==> config.mk <==
export PLATFORM = sky130hd
export DESIGN_NAME = vector_regfile_wb
export DESIGN_NICKNAME = d
export VERILOG_FILES = /design/src/rtl/asip_regfile_pkg.sv /design/src/rtl/regfile_scoreboard.sv /design/src/rtl/vector_regfile_wb.sv
export SDC_FILE = /design/constraint.sdc
export NUM_CORES = 1
export LEC_CHECK = 0
export CAP_MARGIN = 30
export CORE_ASPECT_RATIO = 1.1
export CORE_MARGIN = 4
export CORE_UTILIZATION = 45
export DETAILED_ROUTE_END_ITERATION = 16
export HOLD_SLACK_MARGIN = 0.06
export SKIP_CTS_REPAIR_TIMING = 1
export SYNTH_ARGS = -nofsm -noshare
export SYNTH_HDL_FRONTEND = slang
export SYNTH_HIERARCHICAL = 1
export SYNTH_SLANG_ARGS = --single-unit
==> constraint.sdc <==
create_clock -name clk -period 39.6 [get_ports clk]
set_input_delay 5.94 -clock clk [delete_from_list [all_inputs] [get_ports clk]]
set_output_delay 5.94 -clock clk [all_outputs]
set_load 0.02 [all_outputs]
==> src/rtl/asip_regfile_pkg.sv <==
// Shared types and constants for the vector register file and its scoreboard.
// Optional feature macro: VREGFILE_WB_BYPASS_EN (see vector_regfile_wb.sv).
package asip_regfile_pkg;

  localparam int VEC_SIZE     = 4;
  localparam int REG_SIZE     = 8;
  localparam int NUM_VREGS    = 16;
  localparam int IDX_W        = $clog2(NUM_VREGS);
  localparam int MAX_INFLIGHT = 3;

  typedef logic [VEC_SIZE-1:0][REG_SIZE-1:0] vec_t;
  typedef logic [IDX_W-1:0]                  reg_idx_t;
  typedef logic [1:0]                        cnt_t;

  localparam cnt_t CNT_MAX = cnt_t'(MAX_INFLIGHT);

endpackage

==> src/rtl/regfile_scoreboard.sv <==
// Per-register in-flight write counters, issue back-pressure, read stall and sticky error.
// With VREGFILE_WB_BYPASS_EN, a read matching the current writeback sees the post-write count.
module regfile_scoreboard
  import asip_regfile_pkg::*;
#(
  parameter  int NUM_REGS = NUM_VREGS,
  localparam int AW       = $clog2(NUM_REGS)
) (
  input  logic          clk,
  input  logic          reset,
  input  logic          issue_valid,
  input  logic [AW-1:0] issue_dest,
  output logic          issue_ready,
  input  logic          wb_we,
  input  logic [AW-1:0] wb_addr,
  input  logic [AW-1:0] rd_addr_a,
  input  logic [AW-1:0] rd_addr_b,
  output logic          rd_stall,
  output logic          sb_error
);

  cnt_t cnt_arr [NUM_REGS];
  cnt_t dest_cnt, wb_cnt, cnt_a, cnt_b;
  logic issue_fire;
  logic stall_a, stall_b;
  logic err_q, err_d;

  assign dest_cnt = cnt_arr[issue_dest];
  assign wb_cnt   = cnt_arr[wb_addr];
  assign cnt_a    = cnt_arr[rd_addr_a];
  assign cnt_b    = cnt_arr[rd_addr_b];

  // A full register can still accept an issue when a writeback frees a slot this cycle.
  assign issue_ready = (dest_cnt < CNT_MAX) ||
                       (wb_we && (wb_addr == issue_dest) && (dest_cnt != '0));
  assign issue_fire  = issue_valid && issue_ready;

  genvar gi;
  generate
    for (gi = 0; gi < NUM_REGS; gi++) begin : g_cnt
      cnt_t cnt_q, cnt_d;
      logic inc, dec;

      assign inc = issue_fire && (issue_dest == AW'(gi));
      assign dec = wb_we && (wb_addr == AW'(gi));

      always_comb begin
        cnt_d = cnt_q;
        if (inc && !dec) begin
          cnt_d = cnt_q + 2'd1;
        end else if (dec && !inc) begin
          if (cnt_q != '0) cnt_d = cnt_q - 2'd1;
        end else if (inc && dec) begin
          // Underflowing writeback cancels nothing, so the new issue still counts.
          if (cnt_q == '0) cnt_d = 2'd1;
        end
      end

      always_ff @(posedge clk or posedge reset) begin
        if (reset) cnt_q <= '0;
        else       cnt_q <= cnt_d;
      end

      assign cnt_arr[gi] = cnt_q;
    end
  endgenerate

`ifdef VREGFILE_WB_BYPASS_EN
  logic hit_a, hit_b;
  assign hit_a   = wb_we && (wb_addr == rd_addr_a);
  assign hit_b   = wb_we && (wb_addr == rd_addr_b);
  assign stall_a = hit_a ? (cnt_a > 2'd1) : (cnt_a != '0);
  assign stall_b = hit_b ? (cnt_b > 2'd1) : (cnt_b != '0);
`else
  assign stall_a = (cnt_a != '0);
  assign stall_b = (cnt_b != '0);
`endif

  assign rd_stall = stall_a || stall_b;

  assign err_d = err_q || (wb_we && (wb_cnt == '0));

  always_ff @(posedge clk or posedge reset) begin
    if (reset) err_q <= 1'b0;
    else       err_q <= err_d;
  end

  assign sb_error = err_q;

endmodule

==> src/rtl/vector_regfile_wb.sv <==
// Vector register file fed by writeback: two combinational read ports, one lane-masked write port.
// Define VREGFILE_WB_BYPASS_EN to forward same-cycle writeback data onto matching read ports.
module vector_regfile_wb
  import asip_regfile_pkg::*;
#(
  parameter  int vecSize      = VEC_SIZE,
  parameter  int registerSize = REG_SIZE,
  parameter  int NUM_REGS     = NUM_VREGS,
  localparam int AW           = $clog2(NUM_REGS),
  localparam int DW           = vecSize * registerSize
) (
  input  logic               clk,
  input  logic               reset,
  input  logic [AW-1:0]      rd_addr_a,
  input  logic [AW-1:0]      rd_addr_b,
  output logic [DW-1:0]      rd_data_a,
  output logic [DW-1:0]      rd_data_b,
  output logic               rd_stall,
  input  logic               issue_valid,
  input  logic [AW-1:0]      issue_dest,
  output logic               issue_ready,
  input  logic               wb_we,
  input  logic [AW-1:0]      wb_addr,
  input  logic [vecSize-1:0] wb_lane_mask,
  input  logic [DW-1:0]      wb_data,
  output logic               sb_error
);

  logic [vecSize-1:0][registerSize-1:0] wb_vec;
  logic [vecSize-1:0][registerSize-1:0] mem [NUM_REGS];

  assign wb_vec = wb_data;

  genvar gi;
  generate
    for (gi = 0; gi < NUM_REGS; gi++) begin : g_reg
      logic [vecSize-1:0][registerSize-1:0] row_q, row_d;

      always_comb begin
        row_d = row_q;
        if (wb_we && (wb_addr == AW'(gi))) begin
          for (int l = 0; l < vecSize; l++) begin
            if (wb_lane_mask[l]) row_d[l] = wb_vec[l];
          end
        end
      end

      always_ff @(posedge clk or posedge reset) begin
        if (reset) row_q <= '0;
        else       row_q <= row_d;
      end

      assign mem[gi] = row_q;
    end
  endgenerate

`ifdef VREGFILE_WB_BYPASS_EN
  logic [vecSize-1:0][registerSize-1:0] wb_row, merged;

  assign wb_row = mem[wb_addr];

  generate
    for (gi = 0; gi < vecSize; gi++) begin : g_merge
      assign merged[gi] = wb_lane_mask[gi] ? wb_vec[gi] : wb_row[gi];
    end
  endgenerate

  // Forwarding mirrors exactly what the array will hold after this edge.
  assign rd_data_a = (wb_we && (wb_addr == rd_addr_a)) ? merged : mem[rd_addr_a];
  assign rd_data_b = (wb_we && (wb_addr == rd_addr_b)) ? merged : mem[rd_addr_b];
`else
  assign rd_data_a = mem[rd_addr_a];
  assign rd_data_b = mem[rd_addr_b];
`endif

  regfile_scoreboard #(
    .NUM_REGS (NUM_REGS)
  ) u_scoreboard (
    .clk         (clk),
    .reset       (reset),
    .issue_valid (issue_valid),
    .issue_dest  (issue_dest),
    .issue_ready (issue_ready),
    .wb_we       (wb_we),
    .wb_addr     (wb_addr),
    .rd_addr_a   (rd_addr_a),
    .rd_addr_b   (rd_addr_b),
    .rd_stall    (rd_stall),
    .sb_error    (sb_error)
  );

endmodule

==> results of run 1 <==
-- layout make-up --
cell class              count  area, um2
inverters                  61      236.5
clock buffers              89       1710
well taps                 918       1149
clock inverters            20      239.0
fillers                  5758      32850
repair buffers            153       1619
multi-input cells        1385      16370
flip-flops and latches    545      13640
diodes                      1      2.502
-- sequential cells by signal (all words and copies together), names as in the netlist --
| signal | flops |
|---|---|
| u_scoreboard/g_cnt.cnt_q | 32 |
| g.row_q | 512 |
| u_scoreboard/sb_error | 1 |
-- cell usage in the layout, fill, tap and decap left out, drive strengths merged, types with 6 or more instances in the layout --
| master | instances |
|---|---|
| dfrtp | 545 |
| mux2 | 516 |
| mux4 | 273 |
| a22oi | 128 |
| clkdlybuf4s50 | 118 |
| nand2 | 101 |
| nor2 | 92 |
| clkbuf | 89 |
| ha | 66 |
| inv | 64 |
| buf | 35 |
| a21oi | 23 |
| nor2b | 23 |
| o211ai | 17 |
| or3 | 14 |
| a211oi | 13 |
| o21a | 13 |
| clkinv | 13 |
| nor3b | 12 |
| nor3 | 12 |
| nand2b | 10 |
| nand3 | 9 |
| mux2i | 8 |
| o21ai | 6 |
-- critical path: cells and delay by family --
family                 cells  cell delay (ps)
buffers and inverters      2             1620
and+or+nand+nor            3              360
muxes                      1              650
AOI/OAI and AO/OA          1              380
-- metrics by stage --
stage | instances | power [mW] | worst slack, ps
floorplan | 2142 | 1.084 | 19360
global placement | 3055 | 1.197 | 24570
detailed placement | 3058 | 1.224 | 24590
CTS | 3167 | 1.787 | 24590
global route | 3172 | 1.867 | 24560
finish | 3172 | 1.772 | 24690
-- power by group --
group | internal [mW] | switching, mW
logic | 0.258 | 0.190
registers | 0.676 | 0.0921
clock network | 0.319 | 0.237
total | 1.25 | 0.519
-- routing by layer --
layer	wire [um]	share of wire, %	GRT usage [%]	up-vias
li1	-	-	-	8362
met1	36250	43	31.53	10509
met2	40590	49	38.30	541
met3	4242	5.1	3.945	169
met4	2537	3.0	6.985	2
met5	18	0.022	0	-
-- worst max path at each step --
stage / startpoint / depth (start not counted) / slack, ps / end
floorplan: reset / 1 / 19360 / g_reg[0].row_q[0]
global placement: rd_addr_a[0] / 6 / 24570 / rd_data_a[1]
detailed placement: rd_addr_a[0] / 6 / 24590 / rd_data_a[1]
CTS: rd_addr_a[0] / 6 / 24590 / rd_data_a[1]
global route: issue_dest[1] / 7 / 24560 / issue_ready
finish: issue_dest[1] / 7 / 24690 / issue_ready
-- cell families after synthesis --
| kind of cell | Yosys count | synth area share, % |
|---|---|---|
| buffers and inverters | 212 | 3.057 |
| DFF | 545 | 44.14 |
| adders and majority gates | 66 | 2.673 |
| and+or+nand+nor | 303 | 5.900 |
| AOI/OAI and AO/OA | 212 | 5.046 |
| muxes | 797 | 38.99 |
| xor gates and xnor gates | 7 | 0.1984 |
==> reports/metrics.yaml, run 1 <==
min_path:
  hp-start: "u_scoreboard/sb_error"
  min_to: "u_scoreboard/sb_error"
  min_path_type: "flop to flop"
  hold_path_depth: 1
critical_path:
  cp-end-kind: "primary output"
  path_cells: "clkdlybuf4s50_1, mux4_1, nor2_1, nor4_1, a32oi_2, or2_2, clkdlybuf4s50_1"
  crit_type: "input port to primary output"
  r2r_end: "u_scoreboard/g_cnt[7].cnt_q[0]"
  cp.arrival_ps: 8970
  reg2regPathDepth: 11
  worstPathMaxFanout: 22
  r2r-start: "u_scoreboard/g_cnt[8].cnt_q[0]"
  reg2reg_slack_ps: 36000
  crit_path_start_kind: "input port"
  required_ps: 33660
  cpPeakStageDelay_ps: 1030
  cp_slowest_cell: "clkdlybuf4s50_1"
  crit_top_cell: "clkdlybuf4s50_1"
synthesis:
  ys_warn_count: 6
  post-synth-top-count-cell: "dfrtp_1"
  ys_ff_latch: 545
  synth-edff-count: 0
  netlist.top_cell.by_area: "dfrtp_1"
  synth_seq_area_share_pct: 44.14
  synthFlopType: "dfrtp_1"
  synthArstFlopShare_pct: 100.0
  synth_area_um2: 30900
  synth.distinct_cells: 63
  netlist_instances: 2142
  syn_nets: 2264
  syn_area_per_cell_um2: 14.43
  synth_top_area_share_pct: 44.14
  synth_common_cells: "545 x dfrtp_1, 498 x mux2_2, 271 x mux4_2"
  synth_area_leaders: "dfrtp_1 44%, mux4_2 20%, mux2_2 18%"
clocking:
  cts_max_level: 2
  clockBufferDepth: 3
  cts_root_buffer: "clkbuf_16"
  clk_pin_slew_ps: 60
  insertion_delay_ps: 620
  cts_tree: "done"
  cts.sinks: 545
  numCtsBuffers: 60
sta:
  final.setup.tns_ps: 0
  finalHoldViolCount: 0
  fin_crit_sh_pct: 37.65
  hold_slack_ps: 461.1
  fin_crit_ps: 14910
  setup_violations: 0
  final_max_slew_viol_count: 0
  finClkSkew_ps: 20.11
  relSlewSlack_pct: 32.86
  max_freq_ghz: 0.06707
  rsz0062_at_grt: "no"
  tightest_slew_ps: 1007
detailed_routing:
  drt-pass1-iter-count: 7
  avgRoutedWirePerCell_um: 26.37
  ant_nets: 0
  drtIter0Drc: 1030
  via_count: 19583
  drt-vias-per-instance: 6.174
  drt_wl_total_um: 83640
  remaining_drc_errors: 0
grt:
  grt_pass1_vias: 20922
  antenna_found_initial: 2
  grt_overflow: 0
  grt_max_degree: 165
  grt_first_pass_wirelength_um: 128800
  grt_use_total_pct: 23.05
cells_and_area:
  postLayoutCoreUtil_pct: 51.56
  area_growth_syn_to_layout_pct: 13.16
  final_cell_area_um2: 34960
  fin_nets: 2328
  drive_above_1_share_pct: 43.94
placed_design:
  place_area_um2: 32900
  port_buffers: 122
  gp_congestion: 0.8133
  dpl.hpwl_um: 50450
die:
  die_area_um2: 72920
  rows: 100
  die_width_um: 257.8
  initial_core_util_pct: 45.56
  ios: 123
  core_area_um2: 67820
  die_h_um: 282.8
outcome:
  status: "finished clean"
power_and_ir_drop:
  vdd_ir_drop_max_mv: 0.03457
  leakagePower_nw: 14.75
  p_per_area_nw_per_um2: 50.67
job:
  maxCapViolCount: 0
No activity file was read; power rests on OpenSTA's default activity.
==> run 2: changes to the inputs <==
- clock period: 39.6 -> 15.1 ns (I/O delays scaled with it)
==> run 2 against run 1 <==
Clock-buffer cell count decreased by 6. Total power increased to 2.7 times the previous value. Non-clock buffer count decreased by 7. Cell count about the same. First-iteration DRC count increased by 18%. Combinational power increased to 2.6 times the previous value. Sequential share of layout area about the same. Critical endpoint is now rd_data_a[2]. Die area unchanged. Wire length decreased by 0.52%. Highest routed layer unchanged. Clock skew increased by 1.7 ps.
==> reports/metrics.yaml, run 2 (synthesized netlist as in run 1, its figures left out) <==
power_and_ir_drop:
  p_sw_mw: 1.357  # was 0.5190 mW
  netSwitchingFraction_pct: 28.34  # was 29.29%
  power.total_mw: 4.787  # was 1.772 mW
  power_frac_seq_pct: 42.1  # was 43.3%
  leakagePower_nw: 14.76  # was 14.75 nW
  power_frac_clock_pct: 33.5  # was 31.4%
  p_int_mw: 3.431  # was 1.253 mW
  p_per_area_nw_per_um2: 136.8  # was 50.67 nW/um2
  vdd_ir_drop_max_mv: 0.1076  # was 0.03457 mV
  combPwrFrac_pct: 24.4  # was 25.3%
clocking:
  clk_pin_slew_ps: 70  # was 60 ps
  clockBufferDepth: 3  # unchanged
  cts_tree: "done"  # unchanged
  cts_max_level: 2  # unchanged
  cts_root_buffer: "clkbuf_16"  # unchanged
  insertion_delay_ps: 640  # was 620 ps
  numCtsBuffers: 59  # was 60
  cts.sinks: 545  # unchanged
grt:
  grt_overflow: 0  # unchanged
  grt_max_degree: 192  # was 165
  grt_first_pass_wirelength_um: 128000  # was 128800 um
  grt_use_total_pct: 22.91  # was 23.05%
  grt_pass1_vias: 20813  # was 20922
  antenna_found_initial: 5  # was 2
placed_design:
  dpl.cell_count: 3055  # was 3058
  place_area_um2: 32830  # was 32900 um2
  pre_cts_ws_ps: 7431  # was 24590 ps
  gp_congestion: 0.8168  # was 0.8133
  port_buffers: 122  # unchanged
  dpl.hpwl_um: 50160  # was 50450 um
cells_and_area:
  fin_nets: 2320  # was 2328
  area_growth_syn_to_layout_pct: 13.26  # was 13.16%
  stdcell_count: 3169  # was 3172
  final_cell_mix: "545 x dfrtp_1, 498 x mux2_2, 271 x mux4_2"  # unchanged
  final_common_cell: "dfrtp_1"  # unchanged
  postLayoutCoreUtil_pct: 51.61  # was 51.56%
  largest_register_ffs: 512  # unchanged
  final_cell_area_um2: 35000  # was 34960 um2
  drive_above_1_share_pct: 44.13  # was 43.94%
  regMostFlops: "g.row_q"  # unchanged
detailed_routing:
  drtIter0Drc: 1212  # was 1030
  via_count: 19457  # was 19583
  drt_wl_total_um: 83200  # was 83640 um
  drt-pass1-iter-count: 5  # was 7
  remaining_drc_errors: 0  # unchanged
  avgRoutedWirePerCell_um: 26.25  # was 26.37 um
  drt-vias-per-instance: 6.140  # was 6.174
  ant_nets: 0  # unchanged
critical_path:
  required_ps: 12840  # was 33660 ps
  cp.arrival_ps: 5410  # was 8970 ps
  r2r-start: "u_scoreboard/g_cnt[0].cnt_q[1]"  # was u_scoreboard/g_cnt[8].cnt_q[0]
  reg2reg_slack_ps: 11460  # was 36000 ps
  worstPathMaxFanout: 78  # was 22
  crit_path_start_kind: "input port"  # unchanged
  cp-end-kind: "primary output"  # unchanged
  crit_path_start: "rd_addr_a[1]"  # was issue_dest[1]
  r2r_end: "u_scoreboard/g_cnt[8].cnt_q[0]"  # was u_scoreboard/g_cnt[7].cnt_q[0]
  crit_type: "input port to primary output"  # unchanged
  reg2regPathDepth: 11  # unchanged
sta:
  rsz0062_at_grt: "no"  # unchanged
  hold_slack_ps: 465.0  # was 461.1 ps
  timing.final.ws_setup_ps: 7428  # was 24690 ps
  max_freq_ghz: 0.1303
  tightest_slew_ps: 1099  # was 1007 ps
  relSlewSlack_pct: 26.76  # was 32.86%
  setup_violations: 0  # unchanged
  finClkSkew_ps: 21.86  # was 20.11 ps
  finalHoldViolCount: 0  # unchanged
  fin_crit_sh_pct: 50.81
  fin_crit_ps: 7672
  final.setup.tns_ps: 0  # unchanged
  final_max_slew_viol_count: 0  # unchanged
job:
  maxCapViolCount: 0  # unchanged
min_path:
  min_to: "u_scoreboard/sb_error"  # unchanged
  hold_path_depth: 1  # unchanged
  min_path_type: "flop to flop"  # unchanged
  hp-start: "u_scoreboard/sb_error"  # unchanged
die:
  die_h_um: 282.8  # unchanged
  ios: 123  # unchanged
  rows: 100  # unchanged
  initial_core_util_pct: 45.56  # unchanged
  die_width_um: 257.8  # unchanged
  die_area_um2: 72920  # unchanged
  core_area_um2: 67820  # unchanged
outcome:
  status: "finished clean"  # unchanged
-- run 2: changes by cell type in the layout (fill, tap and decap cells not counted), sizes merged --
cell,before,now
inv,64,61
clkinvlp,1,4
clkbuf,89,83
buf,35,28
diode,1,3
bufinv,3,12
clkinv,13,12
-- run 2: how the worst max path moves through the flow --
stage	endpoint	slack [ps]	depth (start not counted)
after floorplan	g_reg[0].row_q[0]	5880	1
after global placement	rd_data_b[1]	7400	6
after detailed placement	rd_data_b[1]	7430	6
after CTS	rd_data_b[1]	7430	6
after global routing	rd_data_b[1]	7180	6
final	rd_data_a[2]	7430	6
-- run 2: power groups by stage --
stage | clock network (mW) | logic, mW | registers (mW)
floorplan | 0 | 0.894 | 1.95
global placement | 0 | 1.14 | 2.01
detailed placement | 0 | 1.17 | 2.03
CTS | 1.64 | 1.18 | 2.01
global route | 1.70 | 1.26 | 2.06
finish | 1.61 | 1.17 | 2.01
-- run 2: final cells by class --
class	count	area [um2]
Multi-Input combinational cell	1385	16370
Clock inverter	28	462.9
Fill cell	5751	32820
Tap cell	918	1149
Sequential cell	545	13640
Antenna cell	3	7.507
Inverter	61	232.7
Clock buffer	83	1698
Timing Repair Buffer	146	1439
-- run 2: worst max-delay path, cell delays in order --
cell	delay, ps
buf_6	690
buf_4	810
mux4_2	410
a22oi_1	400
nand2_1	140
clkdlybuf4s50_1	560
-- run 2: per-layer routing --
layer | vias up | global-route usage (%) | routed length (um)
li1 | 8356 | - | -
met1 | 10431 | 31.29 | 35840
met2 | 519 | 38.22 | 40520
met3 | 147 | 3.588 | 4386
met4 | 4 | 7.263 | 2424
met5 | - | 0 | 29
==> run 3: changes to the inputs <==
- clock period: 15.1 -> 6.24 ns (I/O delays scaled with it)
==> run 3 against run 2 <==
Core utilization is 0.31 points higher. Total power is 140% higher. First-iteration DRC count up 6.8%. Critical path type unchanged.
==> reports/metrics.yaml, run 3 (synthesized netlist as in run 1, its figures left out) <==
placed_design:
  place_area_um2: 33020  # was 32830 um2
  port_buffers: 122  # unchanged
  gp_congestion: 0.7984  # was 0.8168
  dpl.hpwl_um: 52590  # was 50160 um
critical_path:
  crit_top_cell: "clkdlybuf4s50_1"
  required_ps: 5300  # was 12840 ps
  cp.arrival_ps: 3910  # was 5410 ps
  cp-end-kind: "primary output"  # unchanged
  crit_type: "input port to primary output"  # unchanged
  critPathTopFamily: "buffers and inverters"  # unchanged
  worstPathMaxFanout: 18  # was 78
  path_cells: "clkdlybuf4s50_1, nor2b_4, buf_4, a22oi_1, nand2_1, clkdlybuf4s50_1"  # was buf_6, buf_4, mux4_2, a22oi_1, nand2_1, clkdlybuf4s50_1
  crit_buf_inv: 3  # unchanged
  cpPeakStageDelay_ps: 830  # was 810 ps
  cp_slowest_cell: "nor2b_4"  # was buf_4
  crit_path_start_kind: "input port"  # unchanged
detailed_routing:
  ant_nets: 0  # unchanged
  drt_wl_total_um: 84020  # was 83200 um
  remaining_drc_errors: 0  # unchanged
  drt-vias-per-instance: 6.153  # was 6.140
  avgRoutedWirePerCell_um: 26.41  # was 26.25 um
  drt-pass1-iter-count: 5  # unchanged
  via_count: 19574  # was 19457
  drtIter0Drc: 1294  # was 1212
sta:
  tightest_slew_ps: 1120  # was 1099 ps
  relSlewSlack_pct: 25.33  # was 26.76%
  finClkSkew_ps: 7.620  # was 21.86 ps
  finalHoldViolCount: 0  # unchanged
  max_freq_ghz: 0.2065
  fin_crit_ps: 4842
  rsz0062_at_grt: "no"  # unchanged
  setup_violations: 0  # unchanged
  fin_crit_sh_pct: 77.59
  hold_slack_ps: 468.0  # was 465.0 ps
  final_max_slew_viol_count: 0  # unchanged
grt:
  grt_max_degree: 191  # was 192
  grt_pass1_vias: 20920  # was 20813
  grt_overflow: 0  # unchanged
  grt_use_total_pct: 23.15  # was 22.91%
  grt_first_pass_wirelength_um: 129100  # was 128000 um
  antenna_found_initial: 3  # was 5
power_and_ir_drop:
  combPwrFrac_pct: 24.6  # was 24.4%
  p_sw_mw: 3.303  # was 1.357 mW
  power_frac_seq_pct: 41.9  # was 42.1%
  netSwitchingFraction_pct: 28.41  # was 28.34%
  p_int_mw: 8.322  # was 3.431 mW
  p_per_area_nw_per_um2: 330.2  # was 136.8 nW/um2
  power_frac_clock_pct: 33.5  # about the same
  leakagePower_nw: 14.87  # was 14.76 nW
  vdd_ir_drop_max_mv: 0.2259  # was 0.1076 mV
clocking:
  numCtsBuffers: 60  # was 59
  cts_tree: "done"  # unchanged
  clockBufferDepth: 3  # unchanged
  insertion_delay_ps: 630  # was 640 ps
  cts_root_buffer: "clkbuf_16"  # unchanged
  cts_max_level: 2  # unchanged
  clk_pin_slew_ps: 60  # was 70 ps
  cts.sinks: 545  # unchanged
die:
  initial_core_util_pct: 45.56  # unchanged
  die_width_um: 257.8  # unchanged
  ios: 123  # unchanged
  die_h_um: 282.8  # unchanged
  die_area_um2: 72920  # unchanged
  core_area_um2: 67820  # unchanged
  rows: 100  # unchanged
cells_and_area:
  final_common_cell: "dfrtp_1"  # unchanged
  regMostFlops: "g.row_q"  # unchanged
  largest_register_ffs: 512  # unchanged
  fin_nets: 2335  # was 2320
  drive_above_1_share_pct: 44.42  # was 44.13%
  area_growth_syn_to_layout_pct: 13.95  # was 13.26%
  final_cell_mix: "545 x dfrtp_1, 498 x mux2_2, 271 x mux4_2"  # unchanged
  final_cell_area_um2: 35210  # was 35000 um2
job:
  maxCapViolCount: 0  # unchanged
outcome:
  status: "finished clean"  # unchanged
min_path:
  min_path_type: "flop to flop"  # unchanged
==> run 3: cell count changes in the layout (fill, tap and decap cells not counted) <==
cell	change
buf_16	+1
clkbuf_16	+1
clkinv_2	-4
buf_4	+8
clkbuf_8	+2
clkinv_16	+1
bufinv_16	-1
buf_12	+5
inv_6	-1
==> run 3: layout make-up <==
type	instances	area [um2]
fillers	5740	32610
flip-flops and latches	545	13640
diodes	3	7.507
multi-input cells	1385	16370
well taps	918	1149
clock buffers	86	1750
clock inverters	23	434.2
inverters	61	232.7
repair buffers	160	1627
==> run 3: per-stage QoR <==
step | setup WS [ps] | cells | power [mW] | utilization [%] | setup TNS (ps)
final | 1398 | 3181 | 11.63 | 51.92 | 0
after CTS | 1337 | 3178 | 11.73 | 51.91 | 0
after floorplan | -1648 | 2142 | 6.884 | - | -843940
after global placement | 1257 | 3068 | 7.617 | 48.64 | 0
after global routing | 1234 | 3179 | 12.21 | 51.91 | 0
after detailed placement | 1205 | 3069 | 7.786 | 48.68 | 0
==> run 3: routing by layer <==
metal	track usage, %	part of all wire (%)	up-vias
li1	-	-	8373
met1	31.20	43	10544
met2	38.02	48	506
met3	5.087	5.8	149
met4	7.291	3.1	2
met5	0	0.021	-
==> run 3: worst register-to-register path, delay by kind of cell (launching register included) <==
kind	cells	cell delay [ps]
flip-flops	1	460
AO/OA/AOI/OAI	5	1340
adder cells (fa/ha/maj)	1	290
multiplexers	1	520
AND/OR/NAND/NOR	4	850
==> run 3: worst paths after layout <==
check,startpoint,to,slack (ps),depth (start not counted)
setup / recovery,rd_addr_a[3],rd_data_a[21],1400,6
setup reg to reg,u_scoreboard/g_cnt[8].cnt_q[0],u_scoreboard/g_cnt[2].cnt_q[0],2680,11
min in group asynchronous,reset,u_scoreboard/g_cnt[2].cnt_q[1],870,3
hold / removal,u_scoreboard/sb_error,u_scoreboard/sb_error,470,1
hold reg to reg,u_scoreboard/sb_error,u_scoreboard/sb_error,470,1
max in group asynchronous,reset,g_reg[13].row_q[20],3760,3
==> run 3: power groups by stage <==
| stage | Sequential [mW] | Clock (mW) | Combinational (mW) |
|---|---|---|---|
| 5_1_grt | 4.98 | 4.13 | 3.09 |
| 3_3_place_gp | 4.84 | 0 | 2.77 |
| 2_1_floorplan | 4.72 | 0 | 2.16 |
| 6_report | 4.88 | 3.89 | 2.86 |
| 3_5_place_dp | 4.92 | 0 | 2.86 |
| 4_1_cts | 4.87 | 3.99 | 2.88 |
